==> src/rtl/cache_pkg.sv <==
// Shared FSM state encoding and tag-block field layout for the cache controller.
// Latency: n/a (declarations only).
// Backpressure: n/a (declarations only).
package cache_pkg;

    // Controller FSM states
    typedef enum logic [2:0] {
        ST_INIT      = 3'd0,
        ST_IDLE      = 3'd1,
        ST_COMPARE   = 3'd2,
        ST_WRITEBACK = 3'd3,
        ST_ALLOCATE  = 3'd4
    } state_t;

    // Tag block layout is {valid, dirty, tag}. Field positions are counted
    // down from the block MSB so they hold for any tag width.
    localparam int VALID_POS = 0;
    localparam int DIRTY_POS = 1;

    // Absolute bit index of a field inside a tag block of the given width
    function automatic int blk_bit(input int tag_mem_w, input int pos_from_top);
        return tag_mem_w - 1 - pos_from_top;
    endfunction

endpackage

==> src/rtl/cache_controller.sv <==
// Direct-mapped write-back/write-allocate cache FSM driving external tag and data arrays; optional CACHE_STATS_EN adds hit/miss counters.
// Latency: hit completes one cycle after accept; misses add write-back and/or refill memory round trips.
// Backpressure: cpu_req is held until accepted in IDLE; mem_req and its payload are held until mem_ack.
module cache_controller
    import cache_pkg::*;
#(
    parameter  int ADDR_W    = 32,
    parameter  int OFFSET_W  = 2,
    parameter  int IDX_W     = 5,
    localparam int TAG_W     = ADDR_W - IDX_W - OFFSET_W,
    localparam int TAG_MEM_W = TAG_W + 2
) (
    input  logic                 iCLK,
    input  logic                 iRST_N,
    input  logic                 cpu_req,
    input  logic                 cpu_we,
    input  logic [ADDR_W-1:0]    cpu_addr,
    input  logic [31:0]          cpu_wdata,
    output logic [31:0]          cpu_rdata,
    output logic                 cpu_ready,
    output logic                 mem_req,
    output logic                 mem_we,
    output logic [ADDR_W-1:0]    mem_addr,
    output logic [31:0]          mem_wdata,
    input  logic [31:0]          mem_rdata,
    input  logic                 mem_ack,
    output logic [IDX_W-1:0]     idx,
    output logic                 tag_we,
    output logic [TAG_MEM_W-1:0] tag_block_in,
    input  logic [TAG_MEM_W-1:0] tag_block_out,
    input  logic [31:0]          data_out,
    output logic                 data_we,
`ifdef CACHE_STATS_EN
    output logic [31:0]          hit_cnt,
    output logic [31:0]          miss_cnt,
`endif
    output logic [31:0]          data_in
);

    localparam int VB = blk_bit(TAG_MEM_W, VALID_POS);
    localparam int DB = blk_bit(TAG_MEM_W, DIRTY_POS);

    state_t             state;
    state_t             state_nxt;
    logic [IDX_W-1:0]   init_cnt;
    logic [TAG_W-1:0]   req_tag;
    logic [IDX_W-1:0]   req_idx;
    logic               req_we;
    logic [31:0]        req_wdata;
    logic               evicted;
    logic               ack_q;

    logic               st_valid;
    logic               st_dirty;
    logic [TAG_W-1:0]   st_tag;
    logic               hit;
    logic               need_wb;
    logic               accept;

    // Byte offset within the word never affects a full-word line
    logic               unused_offset;
    assign unused_offset = ^cpu_addr[OFFSET_W-1:0];

    assign st_valid = tag_block_out[VB];
    assign st_dirty = tag_block_out[DB];
    assign st_tag   = tag_block_out[TAG_W-1:0];
    assign hit      = st_valid && (st_tag == req_tag);
    // Once the victim has been written back, the stale dirty bit is ignored
    assign need_wb  = st_valid && st_dirty && !hit && !evicted;
    assign accept   = (state == ST_IDLE) && cpu_req;

    // State register
    always_ff @(posedge iCLK or negedge iRST_N) begin
        if (!iRST_N) begin
            state <= ST_INIT;
        end else begin
            state <= state_nxt;
        end
    end

    // Init sweep counter, walks every set once after reset
    always_ff @(posedge iCLK or negedge iRST_N) begin
        if (!iRST_N) begin
            init_cnt <= '0;
        end else if (state == ST_INIT) begin
            init_cnt <= init_cnt + 1'b1;
        end
    end

    // Request capture on accept; address split into tag and index once
    always_ff @(posedge iCLK or negedge iRST_N) begin
        if (!iRST_N) begin
            req_tag   <= '0;
            req_idx   <= '0;
            req_we    <= 1'b0;
            req_wdata <= '0;
        end else if (accept) begin
            req_tag   <= cpu_addr[ADDR_W-1 -: TAG_W];
            req_idx   <= cpu_addr[OFFSET_W +: IDX_W];
            req_we    <= cpu_we;
            req_wdata <= cpu_wdata;
        end
    end

    // Eviction-done flag and post-ack gap tracking for the memory port
    always_ff @(posedge iCLK or negedge iRST_N) begin
        if (!iRST_N) begin
            evicted <= 1'b0;
            ack_q   <= 1'b0;
        end else begin
            ack_q <= mem_req && mem_ack;
            if (accept) begin
                evicted <= 1'b0;
            end else if ((state == ST_WRITEBACK) && mem_ack) begin
                evicted <= 1'b1;
            end
        end
    end

    // Next-state and output decode
    always_comb begin
        state_nxt    = state;
        idx          = req_idx;
        tag_we       = 1'b0;
        tag_block_in = '0;
        data_we      = 1'b0;
        data_in      = req_wdata;
        cpu_ready    = 1'b0;
        cpu_rdata    = '0;
        mem_req      = 1'b0;
        mem_we       = 1'b0;
        mem_addr     = '0;
        mem_wdata    = '0;
        case (state)
            ST_INIT: begin
                idx    = init_cnt;
                tag_we = iRST_N;
                if (init_cnt == {IDX_W{1'b1}}) begin
                    state_nxt = ST_IDLE;
                end
            end
            ST_IDLE: begin
                if (cpu_req) begin
                    state_nxt = ST_COMPARE;
                end
            end
            ST_COMPARE: begin
                if (need_wb) begin
                    state_nxt = ST_WRITEBACK;
                end else if (req_we) begin
                    // Full-word line: a store never needs the old contents
                    data_we                  = 1'b1;
                    data_in                  = req_wdata;
                    tag_we                   = 1'b1;
                    tag_block_in[VB]         = 1'b1;
                    tag_block_in[DB]         = 1'b1;
                    tag_block_in[TAG_W-1:0]  = req_tag;
                    cpu_ready                = 1'b1;
                    state_nxt                = ST_IDLE;
                end else if (hit) begin
                    cpu_ready = 1'b1;
                    cpu_rdata = data_out;
                    state_nxt = ST_IDLE;
                end else begin
                    state_nxt = ST_ALLOCATE;
                end
            end
            ST_WRITEBACK: begin
                mem_req   = 1'b1;
                mem_we    = 1'b1;
                mem_addr  = {st_tag, req_idx, {OFFSET_W{1'b0}}};
                mem_wdata = data_out;
                if (mem_ack) begin
                    state_nxt = req_we ? ST_COMPARE : ST_ALLOCATE;
                end
            end
            ST_ALLOCATE: begin
                // Drop mem_req for one cycle after a write-back ack
                mem_req  = !ack_q;
                mem_addr = {req_tag, req_idx, {OFFSET_W{1'b0}}};
                if (!ack_q && mem_ack) begin
                    data_we                  = 1'b1;
                    data_in                  = mem_rdata;
                    tag_we                   = 1'b1;
                    tag_block_in[VB]         = 1'b1;
                    tag_block_in[TAG_W-1:0]  = req_tag;
                    state_nxt                = ST_COMPARE;
                end
            end
            default: begin
                state_nxt = ST_INIT;
            end
        endcase
    end

`ifdef CACHE_STATS_EN
    logic first_lookup;

    // Only the first COMPARE of a request counts; refill re-lookups do not
    always_ff @(posedge iCLK or negedge iRST_N) begin
        if (!iRST_N) begin
            first_lookup <= 1'b0;
        end else if (accept) begin
            first_lookup <= 1'b1;
        end else if (state == ST_COMPARE) begin
            first_lookup <= 1'b0;
        end
    end

    // Saturating hit and miss counters
    always_ff @(posedge iCLK or negedge iRST_N) begin
        if (!iRST_N) begin
            hit_cnt  <= '0;
            miss_cnt <= '0;
        end else if ((state == ST_COMPARE) && first_lookup) begin
            if (hit) begin
                if (hit_cnt != 32'hFFFF_FFFF) hit_cnt <= hit_cnt + 32'd1;
            end else begin
                if (miss_cnt != 32'hFFFF_FFFF) miss_cnt <= miss_cnt + 32'd1;
            end
        end
    end
`endif

endmodule

==> config.mk <==
export PLATFORM = sky130hd
export DESIGN_NAME = cache_controller
export DESIGN_NICKNAME = d
export VERILOG_FILES = /design/src/rtl/cache_pkg.sv /design/src/rtl/cache_controller.sv
export SDC_FILE = /design/constraint.sdc
export NUM_CORES = 1
export LEC_CHECK = 0
export CAP_MARGIN = 5
export CORE_AREA = 3 3 125 127
export CTS_CLUSTER_SIZE = 10
export DETAILED_ROUTE_END_ITERATION = 10
export DIE_AREA = 0 0 128 130
export PLACE_DENSITY = 0.73
export RECOVER_POWER = 25
export SKIP_CTS_REPAIR_TIMING = 1
export SLEW_MARGIN = 5
export SYNTH_ARGS = -nofsm -noshare
export SYNTH_HDL_FRONTEND = slang
export SYNTH_SLANG_ARGS = --single-unit
==> constraint.sdc <==
create_clock -name iCLK -period 3.4 [get_ports iCLK]
set_input_delay 0.68 -clock iCLK [delete_from_list [all_inputs] [get_ports iCLK]]
set_output_delay 0.68 -clock iCLK [all_outputs]
set_load 0.01 [all_outputs]
# Yosys cells after proc, flatten, opt, wreduce, memory -nomap -nowiden
# Index checks and enable logic that the tools add are counted.
[op_classes]
n_eq_ne = 10
n_reduce_logical = 14
add_sub_neg = 1
muxes = 37
[op_table]
columns = ["op", "count"]
rows = [
  ["two-way mux 32 bit", 7],
  ["one-hot mux 32 bit (2 select lines)", 1],
  ["two-way mux 27 bit", 2],
  ["one-hot mux 25 bit (2 select lines)", 1],
  ["equality test 25 bit", 1],
  ["two-way mux 25 bit", 1],
  ["two-way mux 3 bit", 8],
  ["one-hot mux 3 bit (5 select lines)", 1],
  ["two-way mux 1 bit", 11],
  ["logical AND 1 bit", 8],
  ["equality test 3 x 2 -> 1 bit, second input constant", 2],
  ["inequality test 2 bit, second input constant", 3],
  ["one-hot mux 1 bit (2 select lines)", 3],
  ["adder 5 x 1 -> 5 bit, second input constant", 1],
  ["equality test 5 bit, second input constant", 1],
  ["two-way mux 5 bit", 1],
  ["AND reduction 4 bit", 1],
  ["equality test 3 x 1 -> 1 bit, second input constant", 1],
  ["equality test 3 bit, second input constant", 1],
  ["zero test 1 bit", 3],
  ["zero test 3 bit", 1],
  ["one-hot mux 1 bit (3 select lines)", 1],
  ["inequality test 2 x 1 -> 1 bit, second input constant", 1],
  ["nonzero test 2 bit", 1],
]
[word_totals]
ff_bits = 73
output_inout_bits = 165
wordCells = 70

# Logic depth before layout (Yosys ltp)
[logic_depth]
ltp_word = 7
ltp_mapped = 7
depth_no_buf = 6

# Worst setup path before layout
# OpenSTA, ideal clock, no wires.
[synth_timing]
path_kind = "input to output"
startpoint = "input tag_block_out[8]"
endpoint = "output tag_block_in[26]"
cell_stages = 7
path_slack_ns = 0.484
path_buffers = 2
arrival_ns = 2.236
t_required_ns = 2.720
path_cell_list = "xnor2_1 -> nand4_1 -> or4_4 -> o31a_4 -> buf_6 -> inv_1 -> buf_4"
[synth_via]
elab_chain_len = 7
[synth_lines]
columns = ["item", "line_no", "source"]
rows = [
  ["start: declaration", "cache_controller.sv:30", "input logic [TAG_MEM_W-1:0] tag_block_out,"],
  ["equality test 25 bit", "cache_controller.sv:67", "assign hit = st_valid && (st_tag == req_tag);"],
  ["logical AND 1 bit", "cache_controller.sv:67", ""],
  ["zero test 1 bit", "cache_controller.sv:69", "assign need_wb = st_valid && st_dirty && !hit && !evicted;"],
  ["logical AND 1 bit (2 in series)", "cache_controller.sv:69", ""],
  ["two-way mux 27 bit", "cache_controller.sv:148", "if (need_wb) begin"],
  ["one-hot mux 1 bit (2 select lines)", "cache_controller.sv:134", "case (state)"],
  ["end: declaration", "cache_controller.sv:29", "output logic [TAG_MEM_W-1:0] tag_block_in,"],
]
# No other way between the ends.

# Worst setup path after layout
[layout_timing]
startpoint = "input tag_block_out[18]"
endpoint = "output cpu_rdata[7]"
[layout_via]
elab_chain_len = 7
elab_cells_between_ends = 9
[layout_lines]
columns = ["item", "line_no", "source"]
rows = [
  ["equality test 25 bit (*)", "cache_controller.sv:67", ""],
  ["logical AND 1 bit (*)", "cache_controller.sv:67", ""],
  ["zero test 1 bit", "cache_controller.sv:69", ""],
  ["logical AND 1 bit (2 in series)", "cache_controller.sv:69", ""],
  ["two-way mux 32 bit (*)", "cache_controller.sv:148", ""],
  ["two-way mux 32 bit (*)", "cache_controller.sv:134", ""],
  ["end: declaration", "cache_controller.sv:19", "output logic [31:0] cpu_rdata,"],
]
# Mark *: on every way between the ends. The rest lies on a longest branch, timed or not.

==> flow_summary_export.csv <==
group,metric,value,unit
placement,routability_congestion,0.840,
global_route,grt_max_degree,74,
logic_synthesis,synthDominantAreaCellType,"dfrtp_1",
sta,fmax,292,MHz
logic_synthesis,synthesis.instances,418,
setup_path,cp.depth,11,
setup_path,reg2reg_setup_slack,1.26,ns
cells_and_area,areaGrowthSynthToFinish,92.0,%
power_and_ir_drop,switching_share,0.337,
detailed_routing,ant_nets,0,
clock_network,tritoncts,"built",
die,coreArea,14500,sq um
sta,totalNegativeSetupSlack,-0.183,ns
outcome,violations_in_the_final_reports,"max-capacitance violations, max-slew violations, negative setup slack",
die,die_area,16600,sq um
cells_and_area,fill_cells,1145,
power_and_ir_drop,p_int,0.00391,W
logic_synthesis,synth_enable_flop_cells,0,
clock_network,total_clock_buffers_created_by_cts,9,
sta,slew-limit-headroom,-0.246,
global_route,grt.total_usage,0.197,
clock_network,cts.clk_slew.worst_paths,0.06,ns
sta,share_of_the_cycle_needed_by_the_critical_path_after_routing,1.01,
clock_network,cts-root-buf,"clkbuf_16",
power_and_ir_drop,power-per-cell-area,661,nW/um^2
sta,hold_violations,0,
global_route,grt_antenna_before_repair,1,
logic_synthesis,netlist_area,4650,sq um
detailed_routing,route.detailed.drc,0,
placement,portBuffers,320,
setup_path,critical_path.n_buffers_inverters,6,
die,io-pin-count,325,
logic_synthesis,synth.distinct_cells,42,
power_and_ir_drop,maximum_vdd_ir_drop,0.424,mV
clock_network,worst_skew_pair.late_latency,0.34,ns
setup_path,critical-path-max-stage-delay,0.57,ns
setup_path,required,2.72,ns
die,die_width,128,um
detailed_routing,detailedRoute.firstPassIterationCount,4,
power_and_ir_drop,clock_power_share,0.170,
setup_path,timing.critical_path.from_type,"input pin",
setup_path,critical_path.most_common_cell,"buf_6",
sta,clock-skew-final,0.00636,ns
logic_synthesis,synth_top_flop_cell,"dfrtp_1",
setup_path,critical_path_arrival,2.74,ns
clock_network,htreeDepth,3,
logic_synthesis,area_share_of_the_largest_cell_type_after_synthesis,0.393,
global_route,grt_first_pass_wirelength,25500,um
outcome,outcome,"complete, but fails checks",
setup_path,setup.worst_path.class,"in2out",
detailed_routing,routed_via_density,4.83,
clock_network,clock_tree.buffer_depth,2,
power_and_ir_drop,netSwitchingPower,0.00199,W
sta,layout_setup_ws,-0.0235,ns
logic_synthesis,ranking_of_synthesized_cells_by_area,"dfrtp_1 39%, mux2_2 25%, and2_1 8.7%, a22o_1 4.7%, xnor2_1 2.8%",
clock_network,numClockSinks,73,
sta,finalWorstPathRequiredPeriod,3.42,ns
detailed_routing,num_vias,4611,
die,die-height,130,um
detailed_routing,wl_per_cell,19.0,um
cells_and_area,final_net_count,928,
setup_path,cp_max_fo,5,
sta,final-setup-viol-count,11,
cells_and_area,drive_above_1_share,0.313,
detailed_routing,starting_drt_drc_count,122,
placement,dp_hpwl,13400,um
die,floorplan.initialDensity,0.320,
hold_path,worstHoldPathType,"reg2reg",
sta,worst_slew_pin_slew,1.87,ns
setup_path,reg2regPathDepth,6,
global_route,grt_pass1_vias,4698,
setup_path,critical-path-slowest-cell,"or4_4",
detailed_routing,routed_wl,18200,um
die,num_rows,44,
sta,drv_slew,74,
power_and_ir_drop,cellLeakagePower,4.54,nW
logic_synthesis,yosys_warnings,0,
global_route,global_route_total_overflow,0,
setup_path,critical-path-top-delay-family,"simple AND/OR/NAND/NOR gates",
logic_synthesis,synth_seq_cells,73,
logic_synthesis,async_flop_share,1.00,
sta,rsz_0062_raised_after_global_routing,"yes",
setup_path,cp_cell_sequence,"dlymetal6s2s_1 > xnor2_1 > nand4_1 > or4_4 > buf_6 > nor3_4 > buf_4 > clkbuf_16 > buf_8 > and2_4 > buf_6",
power_and_ir_drop,power.share.combinational,0.544,
power_and_ir_drop,seqPwrFrac,0.286,
logic_synthesis,syn_area_per_cell,11.1,sq um
placement,dp_slack,-0.635,ns
power_and_ir_drop,power,0.00590,W
hold_path,timing.hold.worst_path_depth,1,
job,drv.max_cap_violation_count,1,
logic_synthesis,synth-seq-area-share,0.393,
setup_path,critical_path_capture_point_type,"primary output",
==> state kept, by name (all words and copies together), names as in the netlist <==
signal,cells
ack_q,1
req_we,1
req_tag,25
state,3
req_idx,5
req_wdata,32
init_cnt,5
evicted,1
==> cell families (layout without fill, tap and decap cells) <==
| logic type | count (synthesis) | count (layout) | synth area share |
|---|---|---|---|
| AO/OA/AOI/OAI | 41 | 41 | 0.0713 |
| buffers and inverters | 34 | 385 | 0.0374 |
| multiplexers | 102 | 102 | 0.247 |
| adder cells (fa/ha/maj) | 2 | 2 | 0.00538 |
| other | 1 | 3 | 0.000806 |
| XOR/XNOR | 28 | 28 | 0.0527 |
| AND/OR/NAND/NOR | 137 | 137 | 0.193 |
| flip-flops | 73 | 73 | 0.393 |
==> stage by stage <==
stage,utilization,hold WS [ns],instance area (sq um),std cells
floorplan,-,0.384,4660,419
global placement,0.565,0.479,8210,924
detailed placement,0.565,0.486,8210,924
CTS,0.586,0.494,8520,939
global route,0.614,0.520,8930,954
finish,0.615,0.490,8930,955
==> per-layer routing <==
metal,wire length (um),part of all wire,vias to the layer above,global-route usage
met5,7,0.00038,-,0
met4,473,0.026,2,0.0712
met3,1550,0.085,31,0.0602
met2,9520,0.52,194,0.353
met1,6640,0.36,2248,0.222
li1,-,-,2136,-
==> cell type report <==
cell class,instances,area [sq um],share of cell area
antenna,1,2.50,0.000280
clock buffer,10,229,0.0256
clock inverter,5,81.3,0.00910
inverter,5,18.8,0.00210
multi-input combinational,312,2800,0.313
sequential,73,1830,0.205
tap,184,230,0.0258
timing repair buffer,365,3750,0.420
==> worst register-to-register path: stages (launching register included) <==
cell	delay (ns)
dfrtp_1	0.45
xnor2_2	0.19
nand4_1	0.11
or4_4	0.57
or2_2	0.33
buf_4	0.14
a31o_2	0.23
==> synthesized netlist by cell type, types with 2 or more instances <==
cell type,count
a21oi_1,3
a22o_1,25
and2_1,65
and2b_1,6
and3_1,2
buf_2,6
buf_4,3
clkbuf_1,15
clkbuf_2,3
dfrtp_1,73
ha_1,2
inv_1,5
mux2_2,102
nand2_1,13
nand3_1,3
nand4_1,4
nor2_1,4
nor2b_1,9
nor2b_2,14
nor2b_4,4
nor3_1,2
nor4_1,3
o21ai_0,6
or3b_1,2
xnor2_1,15
xor2_1,13
==> placed cells by master, fill, tap and decap left out, drive strengths merged, types with 2 or more instances in the layout <==
cell           Yosys  layout
conb               1       2
xor2              13      13
clkdlybuf4s50      0     230
nor2               5       5
and2              65      65
nand2             13      13
xnor2             15      15
nor4               3       3
dlymetal6s2s       0      60
clkinv             0       2
nor2b             27      27
bufinv             0       2
nand3              3       3
inv                5       5
nand4              4       4
ha                 2       2
and3               2       2
mux2             102     102
a21oi              3       3
o21ai              6       6
buf               11      60
a22o              25      25
or3b               2       2
clkbuf            18      24
dfrtp             73      73
nor3               3       3
and2b              6       6
==> final timing paths <==
kind | from | to
max | tag_block_out[18] | cpu_rdata[7]
min | init_cnt[3] | init_cnt[3]
max reg2reg | req_tag[7] | state[1]
min reg2reg | init_cnt[3] | init_cnt[3]
max in group asynchronous | iRST_N | req_wdata[26]
min in group asynchronous | iRST_N | req_wdata[31]
==> power groups by stage <==
stage                     combinational [W]  sequential, W  clock (W)
after floorplan                     0.00171        0.00156          0
after global placement              0.00313        0.00167          0
after detailed placement            0.00318        0.00169          0
after CTS                           0.00320        0.00168    0.00103
after global routing                0.00345        0.00174    0.00107
final                               0.00321        0.00169    0.00100
Note: power is estimated with default switching activity, not from simulation.
